**src/rtl/transport_ack_responder_pkg.sv**
```systemverilog
// Shared types and constants for the transport ACK responder.
package transport_ack_responder_pkg;

  typedef enum logic [2:0] {
    S_HUNT,
    S_HDR,
    S_DHI,
    S_DLO,
    S_CHK,
    S_DELIVER,
    S_ACK_SOF,
    S_ACK_HDR
  } state_t;

  localparam logic [1:0] CMD_NONE = 2'b00;
  localparam logic [1:0] RESP_ACK = 2'b01;
  localparam logic [1:0] RESP_NAK = 2'b10;

  localparam logic [7:0] SOF_FWD_DEFAULT = 8'hA5;
  localparam logic [7:0] SOF_ACK_DEFAULT = 8'h5A;

  // Frame checksum: XOR of header and both payload bytes.
  function automatic logic [7:0] frame_checksum(input logic [7:0] hdr,
                                                input logic [7:0] hi,
                                                input logic [7:0] lo);
    return hdr ^ hi ^ lo;
  endfunction

endpackage

```
**src/rtl/transport_frame_timer.sv**
```systemverilog
// Inter-byte idle timer. o_expired marks the idle cycle that exhausts the
// TIMEOUT budget, so the owner can abort on that same clock edge.
module transport_frame_timer #(
  parameter int TIMEOUT = 64
) (
  input  logic clk,
  input  logic reset,
  input  logic i_clear,
  input  logic i_enable,
  output logic o_expired
);

  localparam int            CW        = $clog2(TIMEOUT + 1);
  localparam logic [CW-1:0] LAST_IDLE = CW'(TIMEOUT - 1);

  logic [CW-1:0] r_count;

  assign o_expired = i_enable && (r_count == LAST_IDLE);

  // Count idle cycles; any accepted byte or leaving the frame restarts it.
  always_ff @(posedge clk or negedge reset) begin
    if (!reset) begin
      r_count <= '0;
    end else if (i_clear) begin
      r_count <= '0;
    end else if (i_enable) begin
      r_count <= r_count + 1'b1;
    end
  end

endmodule

```
**src/rtl/transport_ack_responder.sv**
```systemverilog
// Receive side of the transport byte-frame protocol: parses 5-byte frames,
// filters duplicates/keepalives, hands commands to the session and answers
// every complete frame with a 2-byte ACK/NAK on the reverse link.
//
// state     | meaning
// ----------+------------------------------------------------
// S_HUNT    | waiting for forward SOF
// S_HDR     | waiting for header {cmd,seq}
// S_DHI     | waiting for payload high byte
// S_DLO     | waiting for payload low byte
// S_CHK     | waiting for checksum; classify frame on arrival
// S_DELIVER | holding command until the session is free
// S_ACK_SOF | presenting reverse-link SOF
// S_ACK_HDR | presenting {resp,seq}
module transport_ack_responder
  import transport_ack_responder_pkg::*;
#(
  parameter int         TIMEOUT = 64,
  parameter logic [7:0] SOF_FWD = SOF_FWD_DEFAULT,
  parameter logic [7:0] SOF_ACK = SOF_ACK_DEFAULT
) (
  input  logic        clk,
  input  logic        reset,
  input  logic        rcvSignal,
  input  logic [7:0]  packetIn,
  input  logic        sessionBusy,
  output logic [1:0]  sendingToSession,
  output logic [15:0] data,
  input  logic        ackBusy,
  output logic        ackSending,
  output logic [7:0]  ackOut,
  output logic [7:0]  err_count
);

  state_t     r_state, w_state_nxt;
  logic [1:0] r_cmd;
  logic [5:0] r_seq;
  logic [7:0] r_hi, r_lo;
  logic [1:0] r_resp, w_resp_nxt;
  logic [5:0] r_last_seq;
  logic       r_last_valid;
  logic [7:0] r_err;

  logic w_in_frame, w_tmr_expired, w_err_evt, w_seq_upd, w_set_valid, w_chk_ok;

  assign w_in_frame = (r_state == S_HDR) || (r_state == S_DHI) ||
                      (r_state == S_DLO) || (r_state == S_CHK);
  assign w_chk_ok   = (packetIn == frame_checksum({r_cmd, r_seq}, r_hi, r_lo));
  assign err_count  = r_err;

  transport_frame_timer #(.TIMEOUT(TIMEOUT)) u_timer (
    .clk       (clk),
    .reset     (reset),
    .i_clear   (!w_in_frame || rcvSignal),
    .i_enable  (w_in_frame && !rcvSignal),
    .o_expired (w_tmr_expired)
  );

  // State register.
  always_ff @(posedge clk or negedge reset) begin
    if (!reset) r_state <= S_HUNT;
    else        r_state <= w_state_nxt;
  end

  // Next state, error events and link outputs.
  always_comb begin
    w_state_nxt      = r_state;
    w_resp_nxt       = r_resp;
    w_err_evt        = 1'b0;
    w_seq_upd        = 1'b0;
    w_set_valid      = 1'b0;
    sendingToSession = CMD_NONE;
    data             = '0;
    ackSending       = 1'b0;
    ackOut           = '0;
    case (r_state)
      S_HUNT: if (rcvSignal && packetIn == SOF_FWD) w_state_nxt = S_HDR;
      S_HDR, S_DHI, S_DLO: begin
        if (w_tmr_expired) begin
          w_state_nxt = S_HUNT;
          w_err_evt   = 1'b1;
        end else if (rcvSignal) begin
          w_state_nxt = (r_state == S_HDR) ? S_DHI :
                        (r_state == S_DHI) ? S_DLO : S_CHK;
        end
      end
      S_CHK: begin
        if (w_tmr_expired) begin
          w_state_nxt = S_HUNT;
          w_err_evt   = 1'b1;
        end else if (rcvSignal) begin
          w_state_nxt = S_ACK_SOF;
          w_resp_nxt  = RESP_ACK;
          if (!w_chk_ok) begin
            w_resp_nxt = RESP_NAK;
            w_err_evt  = 1'b1;
          end else if (r_last_valid && r_seq == r_last_seq) begin
            w_resp_nxt = RESP_ACK;
          end else if (r_cmd == CMD_NONE) begin
            w_seq_upd = 1'b1;
          end else begin
            w_seq_upd   = 1'b1;
            w_set_valid = 1'b1;
            w_state_nxt = S_DELIVER;
          end
        end
      end
      S_DELIVER: begin
        w_err_evt = rcvSignal;
        if (!sessionBusy) begin
          sendingToSession = r_cmd;
          data             = {r_hi, r_lo};
          w_resp_nxt       = RESP_ACK;
          w_state_nxt      = S_ACK_SOF;
        end
      end
      S_ACK_SOF: begin
        w_err_evt  = rcvSignal;
        ackSending = 1'b1;
        ackOut     = SOF_ACK;
        if (!ackBusy) w_state_nxt = S_ACK_HDR;
      end
      S_ACK_HDR: begin
        w_err_evt  = rcvSignal;
        ackSending = 1'b1;
        ackOut     = {r_resp, r_seq};
        if (!ackBusy) w_state_nxt = S_HUNT;
      end
      default: w_state_nxt = S_HUNT;
    endcase
  end

  // Frame capture, duplicate tracking and saturating error counter.
  always_ff @(posedge clk or negedge reset) begin
    if (!reset) begin
      r_cmd        <= CMD_NONE;
      r_seq        <= '0;
      r_hi         <= '0;
      r_lo         <= '0;
      r_resp       <= '0;
      r_last_seq   <= 6'h3F;
      r_last_valid <= 1'b0;
      r_err        <= '0;
    end else begin
      r_resp <= w_resp_nxt;
      if (rcvSignal && r_state == S_HDR) {r_cmd, r_seq} <= packetIn;
      if (rcvSignal && r_state == S_DHI) r_hi <= packetIn;
      if (rcvSignal && r_state == S_DLO) r_lo <= packetIn;
      if (w_seq_upd)   r_last_seq   <= r_seq;
      if (w_set_valid) r_last_valid <= 1'b1;
      if (w_err_evt && r_err != 8'hFF) r_err <= r_err + 8'd1;
    end
  end

endmodule
```
**config.mk**
```make
export PLATFORM = sky130hd
export DESIGN_NAME = transport_ack_responder
export DESIGN_NICKNAME = d
export VERILOG_FILES = /design/src/rtl/transport_ack_responder_pkg.sv /design/src/rtl/transport_frame_timer.sv /design/src/rtl/transport_ack_responder.sv
export SDC_FILE = /design/constraint.sdc
export NUM_CORES = 1
export LEC_CHECK = 0
export ABC_CLOCK_PERIOD_IN_PS = 2600
export CAP_MARGIN = 10
export CORE_MARGIN = 2
export CORE_UTILIZATION = 53
export DETAILED_ROUTE_END_ITERATION = 10
export GPL_TIMING_DRIVEN = 0
export PLACE_DENSITY = 0.8
export SYNTH_ARGS = -nofsm -noshare
export SYNTH_HDL_FRONTEND = slang
export SYNTH_SLANG_ARGS = --single-unit
```
**constraint.sdc**
```tcl
create_clock -name clk -period 2.6 [get_ports clk]
set_input_delay 0.78 -clock clk [delete_from_list [all_inputs] [get_ports clk]]
set_output_delay 0.78 -clock clk [all_outputs]
set_load 0.02 [all_outputs]
```
==> metrics.csv <==
metric;value;unit
antenna viol nets, final;0;
Die Ht;76.66;um
largest family of logic cells by synthesized area;simple AND/OR/NAND/NOR gates;
XOR/XNOR share of the synthesized area;12.52;%
Most used DFF post-synth;dfrtp_1;
Std-Cell Rows;26;
most frequent cells in the layout;dfrtp_1, mux2_2, xnor2_1;
worst-margin pin slew;810.3;ps
Mapped Nets;278;
CP Launch Point;r_state[1];
drt drc;0;
Top Ports;48;
clk sink count;51;
Synth Register Bits;51;
register area share after synthesis;45.89;%
Initial Util;54.78;%
crit-path max FO;8;
worst r2r src;r_state[2];
compound-cell area share of the yosys netlist;7.111;%
met1 usage;32.03;%
GRT met2 Usage;34.07;%
Hold Path Class;in -> async;
total power;4.004;mW
pwr/cell area;1129;mW/mm2
gr ovfl total;0;
Critical Path RT;1820;ps
DIE AREA;0.005876;mm2
WL/cell;16.11;um
commonest non-fill, non-tap cell in the layout;dfrtp_1;
vias in the first global route;2100;
endpoint class of the critical path;output port;
crit share post-route;98.38;%
Max Cap Violations;0;
fin nets;344;
YS warnings;0;
setup TNS;0;ps
Synth Cell Area;0.002798;mm2
Total Wirelength;6442;um
Final Max Tran Viols;0;
gr busiest metal;met2;
clock slew at reported path FFs;100;ps
initial antenna violation count;0;
Worst Path Arrival;1780;ps
HPWL Detailed;4366;um
Setup-failing EPs final;0;
CTS tree;done;
overall routing resource usage;22.43;%
GP Congestion;0.8160;
outcome;complete, no violations;
H-tree level count;2;
Synth Area in Simple Gates;18.96;%
critical path startpoint category;flip-flop;
Area growth syn-to-layout;26.74;%
post-synthesis mux area share;11.63;%
area share of fa/ha/maj cells after synthesis;0.8945;%
met3 Usage GRT;4.471;%
die width;76.66;um
largest net degree at the start of global routing;34;
Leak Pwr;1.606;nW
share of cells above drive strength 1;29.39;%
vias per inst;5.450;
Initial DRC Count;227;
Async S/R FF share, synth;100.0;%
Port-buffer cells;47;
first-pass GRT wire length;10370;um
Tmin final;2558;ps
DR vias;2180;
Final WS setup;42.21;ps
Synth Instances;263;
Setup CP Type;reg -> out;
CTS root buf;clkbuf_8;
DR pass1 iterations;5;
insertion delay to the later sink of the worst-skew pair;310;ps
max_slew headroom;45.49;%
n_diodes;0;
FMAX;0.3910;GHz
Distinct cells, synth;44;
pre-CTS WS;-1493;ps
Max IR drop VDD;0.0006833;V
Clock Skews;10.95;ps
syn_area_per_cell;10.64;um2
final hold violations;0;
number of synthesized flops with an enable pin;0;
CORE AREA;0.005107;mm2
CTS max path bufs;2;
total CTS buffers;5;
## metal layers
layer | vias up | share of wire [%]
met5 | - | 0
met1 | 1054 | 44
met4 | 0 | 2.5
met2 | 67 | 48
li1 | 1047 | -
met3 | 12 | 5.8
## registers in the layout, summed over array words and instances, names as in the netlist
name             cells
err_count            8
r_cmd                2
r_hi                 8
r_last_seq           6
r_last_valid         1
r_lo                 8
r_resp               2
r_seq                6
r_state              3
u_timer.r_count      7
## repair_timing
item,CTS,global route
endpoints found under the setup margin,45,36
hold buffers,0,0
resized for setup,106,14
pin swaps,5,2
setup buffers,6,6
cloned,1,0
## final timing paths
path	cells past startpoint	endpoint	slack, ps
worst min register to register	1	r_last_valid	490
max in group asynchronous	2	r_last_seq[1]	1570
min in group clk	1	r_last_valid	490
worst max register to register	9	err_count[7]	410
worst min-delay path	1	u_timer.r_count[5]	420
worst max-delay path	5	data[13]	40
## final cells by class
type	instances	area, um2
Buffer	8	66.31
Clock buffer	7	96.34
Clock inverter	1	7.507
Fill cell	394	1562
Inverter	10	37.54
Multi-Input combinational cell	193	1473
Sequential cell	51	1286
Tap cell	70	87.58
Timing Repair Buffer	60	491.7
## kinds of logic (layout without fill, tap and decap cells)
logic type | after synthesis | in the layout
mux | 29 | 29
xor+xnor | 40 | 40
flops | 51 | 51
compound gates | 32 | 32
fa+ha+maj | 2 | 2
simple gates | 90 | 90
buf+inv | 19 | 86
## critical path, cell delays in order (launching register included)
cell and delay [ps]:
dfrtp_2 470, nand2b_4 180, nor3b_4 310, clkbuf_8 220, and2_1 130, buf_2 160
## metrics by stage
step	util (%)	std cells	cell area, um2	hold slack, ps
after floorplan	-	263	2798	427.4
after global placement	65.70	380	3356	453.5
after detailed placement	66.00	381	3371	454.4
after CTS	68.30	395	3488	429.2
after global routing	69.43	400	3546	450.4
final	69.43	400	3546	416.4
## cell usage after synthesis, drive strengths merged, types with 5 or more instances
| cell | count | area, um2 |
|---|---|---|
| o21ai | 8 | 40.04 |
| xnor2 | 27 | 236.5 |
| nor2 | 15 | 56.30 |
| xor2 | 13 | 113.9 |
| nor4 | 5 | 67.56 |
| and3 | 5 | 31.28 |
| and2 | 18 | 112.6 |
| inv | 10 | 37.54 |
| clkbuf | 6 | 22.52 |
| mux2 | 28 | 315.3 |
| dfstp | 6 | 157.7 |
| nand4 | 8 | 50.05 |
| dfrtp | 45 | 1126 |
| nand3 | 7 | 35.03 |
| a21oi | 9 | 45.04 |
| nand2 | 16 | 62.56 |
## power by group
part / total (mW) / internal (mW) / leakage (nW) / switching [mW]
clock: 0.509 / 0.243 / 0.0505 / 0.267
combinational: 2.07 / 1.02 / 0.937 / 1.06
sequential: 1.42 / 1.10 / 0.619 / 0.322
total: 4.00 / 2.36 / 1.61 / 1.64
Power figures use the tool's default switching activity.
==> variant: new RTL, same flow settings <==
The 8 states of `state_t` get a one-hot encoding in 8 bits.
--- a/src/rtl/transport_ack_responder_pkg.sv
+++ b/src/rtl/transport_ack_responder_pkg.sv
@@ -1,15 +1,15 @@
 // Shared types and constants for the transport ACK responder.
 package transport_ack_responder_pkg;
 
-  typedef enum logic [2:0] {
-    S_HUNT,
-    S_HDR,
-    S_DHI,
-    S_DLO,
-    S_CHK,
-    S_DELIVER,
-    S_ACK_SOF,
-    S_ACK_HDR
+  typedef enum logic [7:0] {
+    S_HUNT    = 8'b00000001,
+    S_HDR     = 8'b00000010,
+    S_DHI     = 8'b00000100,
+    S_DLO     = 8'b00001000,
+    S_CHK     = 8'b00010000,
+    S_DELIVER = 8'b00100000,
+    S_ACK_SOF = 8'b01000000,
+    S_ACK_HDR = 8'b10000000
   } state_t;
 
   localparam logic [1:0] CMD_NONE = 2'b00;
Behaviour: no difference found for any inputs over 4 cycles, from zero or initial values and one cycle with reset low; so few cycles prove little.
==> variant against the unedited design <==
- the run now ends with negative setup slack left
- power is 19% lower
- cell count is 4.3% higher
- sequential cell count is 5 higher
- area after synthesis is 11% higher
- routed wire length is 11% higher
- sequential share of layout area is 1.7 points lower
- cell area is 15% higher
- setup slack worse by 0.25 ns
==> variant: results (changes against the unedited design) <==
worst r2r src=r_state[2]; Cells after DPL=396 (+3.9%); IO Port Bufs=46 (-2.1%); layout cells sized above 1=0.409 (+0.115); critical path capture point=data[1]; Layout Cells excl Fill=417 (+4.3%); Hold WC Path Type=in2async; hpwl dp=4800 um (+9.9%); Root Driver=clkbuf_8; post-cts resize count=196 (+85%); DR iter-0 viols=108 (-52%); Commonest cells post-synth=dfrtp_1 (49), xnor2_1 (32), mux2_2 (31); DRC=0 (unchanged); Critical R2R Capture=err_count[1]; Vias=2374 (+8.9%); synth warn=0 (unchanged); R2R depth=8 (-1); RePlAce Congestion=0.844 (+3.5%); Max clock buf depth=2 (unchanged); LEAKAGE=1.80 nW (+12%); first-pass GRT wire length=11900 um (+15%); measured slew at the worst slew-check pin=0.578 ns (-0.232 ns); number of global-route vias before repair=2493 (+19%); Mapped Nets=292 (+5.0%); post-synthesis sequential area ratio=0.454 (-0.00460); Syn Inst Count=277 (+5.3%); worst-path fanout max=8 (unchanged); Critical Path AT=2.03 ns (+0.25 ns); Worst R2R Setup Slack=0.09 ns (-0.32 ns); final setup violation count=26 (+26); CP peak stage delay=0.42 ns (-0.05 ns); final net count=359 (+4.4%); peak supply drop=0.000547 V (-20%); clk_skew=0.00768 ns (-0.00327 ns); routed wire length=7130 um (+11%); CP Class=reg2out; synth top area cells=dfrtp_1 (40%), mux2_2 (11%), xnor2_1 (9.0%); violated checks=negative setup slack; initial antenna violation count=0 (unchanged); Netlist cell types=49 (+11%); setup slack after layout=-0.212 ns (-0.255 ns); Clock transition at path regs=0.10 ns (about the same); DR pass1 iterations=5 (unchanged); Global Route Usage Sum=0.239 (+0.0145); DP Area=3670 um^2 (+8.9%); cts bufs inserted=5 (unchanged); largest net degree at the start of global routing=39 (+15%); n_diodes=0 (unchanged); FFs w/ async S/R, synth=1.00 (unchanged); Top FF cell, synth=dfrtp_1; Crit-path slowest cell=dfrtp_2; clk_lat worst skew=0.31 ns (about the same); status=complete, but fails checks; post-CTS setup buffer count=11 (+5); DRT antenna net count=0 (unchanged); H-Tree Depth=2 (unchanged)
variant: cell types whose count changed in the layout (fill, tap and decap cells not counted), sizes merged, moves of 4 or more:
cell	change
nand2	-4
dfrtp	+4
clkdlybuf4s50	+4
dlygate4sd2	-13
inv	-8
buf	+13
o211ai	+6
xnor2	+5
clkbuf	-4
mux2	+4
variant: worst max-delay path, delay by kind of cell, from the launching register on:
kind | cells | cell delay [ns]
flip-flops | 1 | 0.42
buffers and inverters | 2 | 0.27
AND/OR/NAND/NOR | 5 | 1.03
variant: area by class of cell:
class,instances,area [um^2]
tap,72,90.1
clock buffer,6,82.6
fill,411,1490
inverter,2,7.51
buffer,8,67.6
timing repair buffer,61,637
sequential,56,1410
multi-input combinational,210,1780
clock inverter,2,10.0
variant: logic make-up after synthesis:
kind of cell             synth area share
multiplexers                        0.119
buffers and inverters              0.0218
adder cells (fa/ha/maj)           0.00806
flip-flops                          0.454
AO/OA/AOI/OAI                      0.0746
AND/OR/NAND/NOR                     0.198
XOR/XNOR                            0.124
variant: report_power, final:
group | internal [mW] | switching, mW
combinational | 0.757 | 0.659
sequential | 1.09 | 0.241
clock | 0.213 | 0.283
variant: metal layers:
metal,up-vias,GRT usage,share of wire
met5,-,0,0
met4,0,0.0712,0.011
met3,8,0.0449,0.034
met2,52,0.426,0.52
met1,1189,0.292,0.44
li1,1125,-,-
variant: per-stage QoR:
step	TNS (ns)	hold slack [ns]	setup slack, ns	utilization
2_1_floorplan	0	0.423	0.0411	-
3_3_place_gp	-77.18	0.439	-1.01	0.656
3_5_place_dp	-25.55	0.456	-0.969	0.659
4_1_cts	-6.08	0.413	-0.271	0.720
5_1_grt	-6.52	0.424	-0.295	0.733
6_report	-4.46	0.404	-0.212	0.733
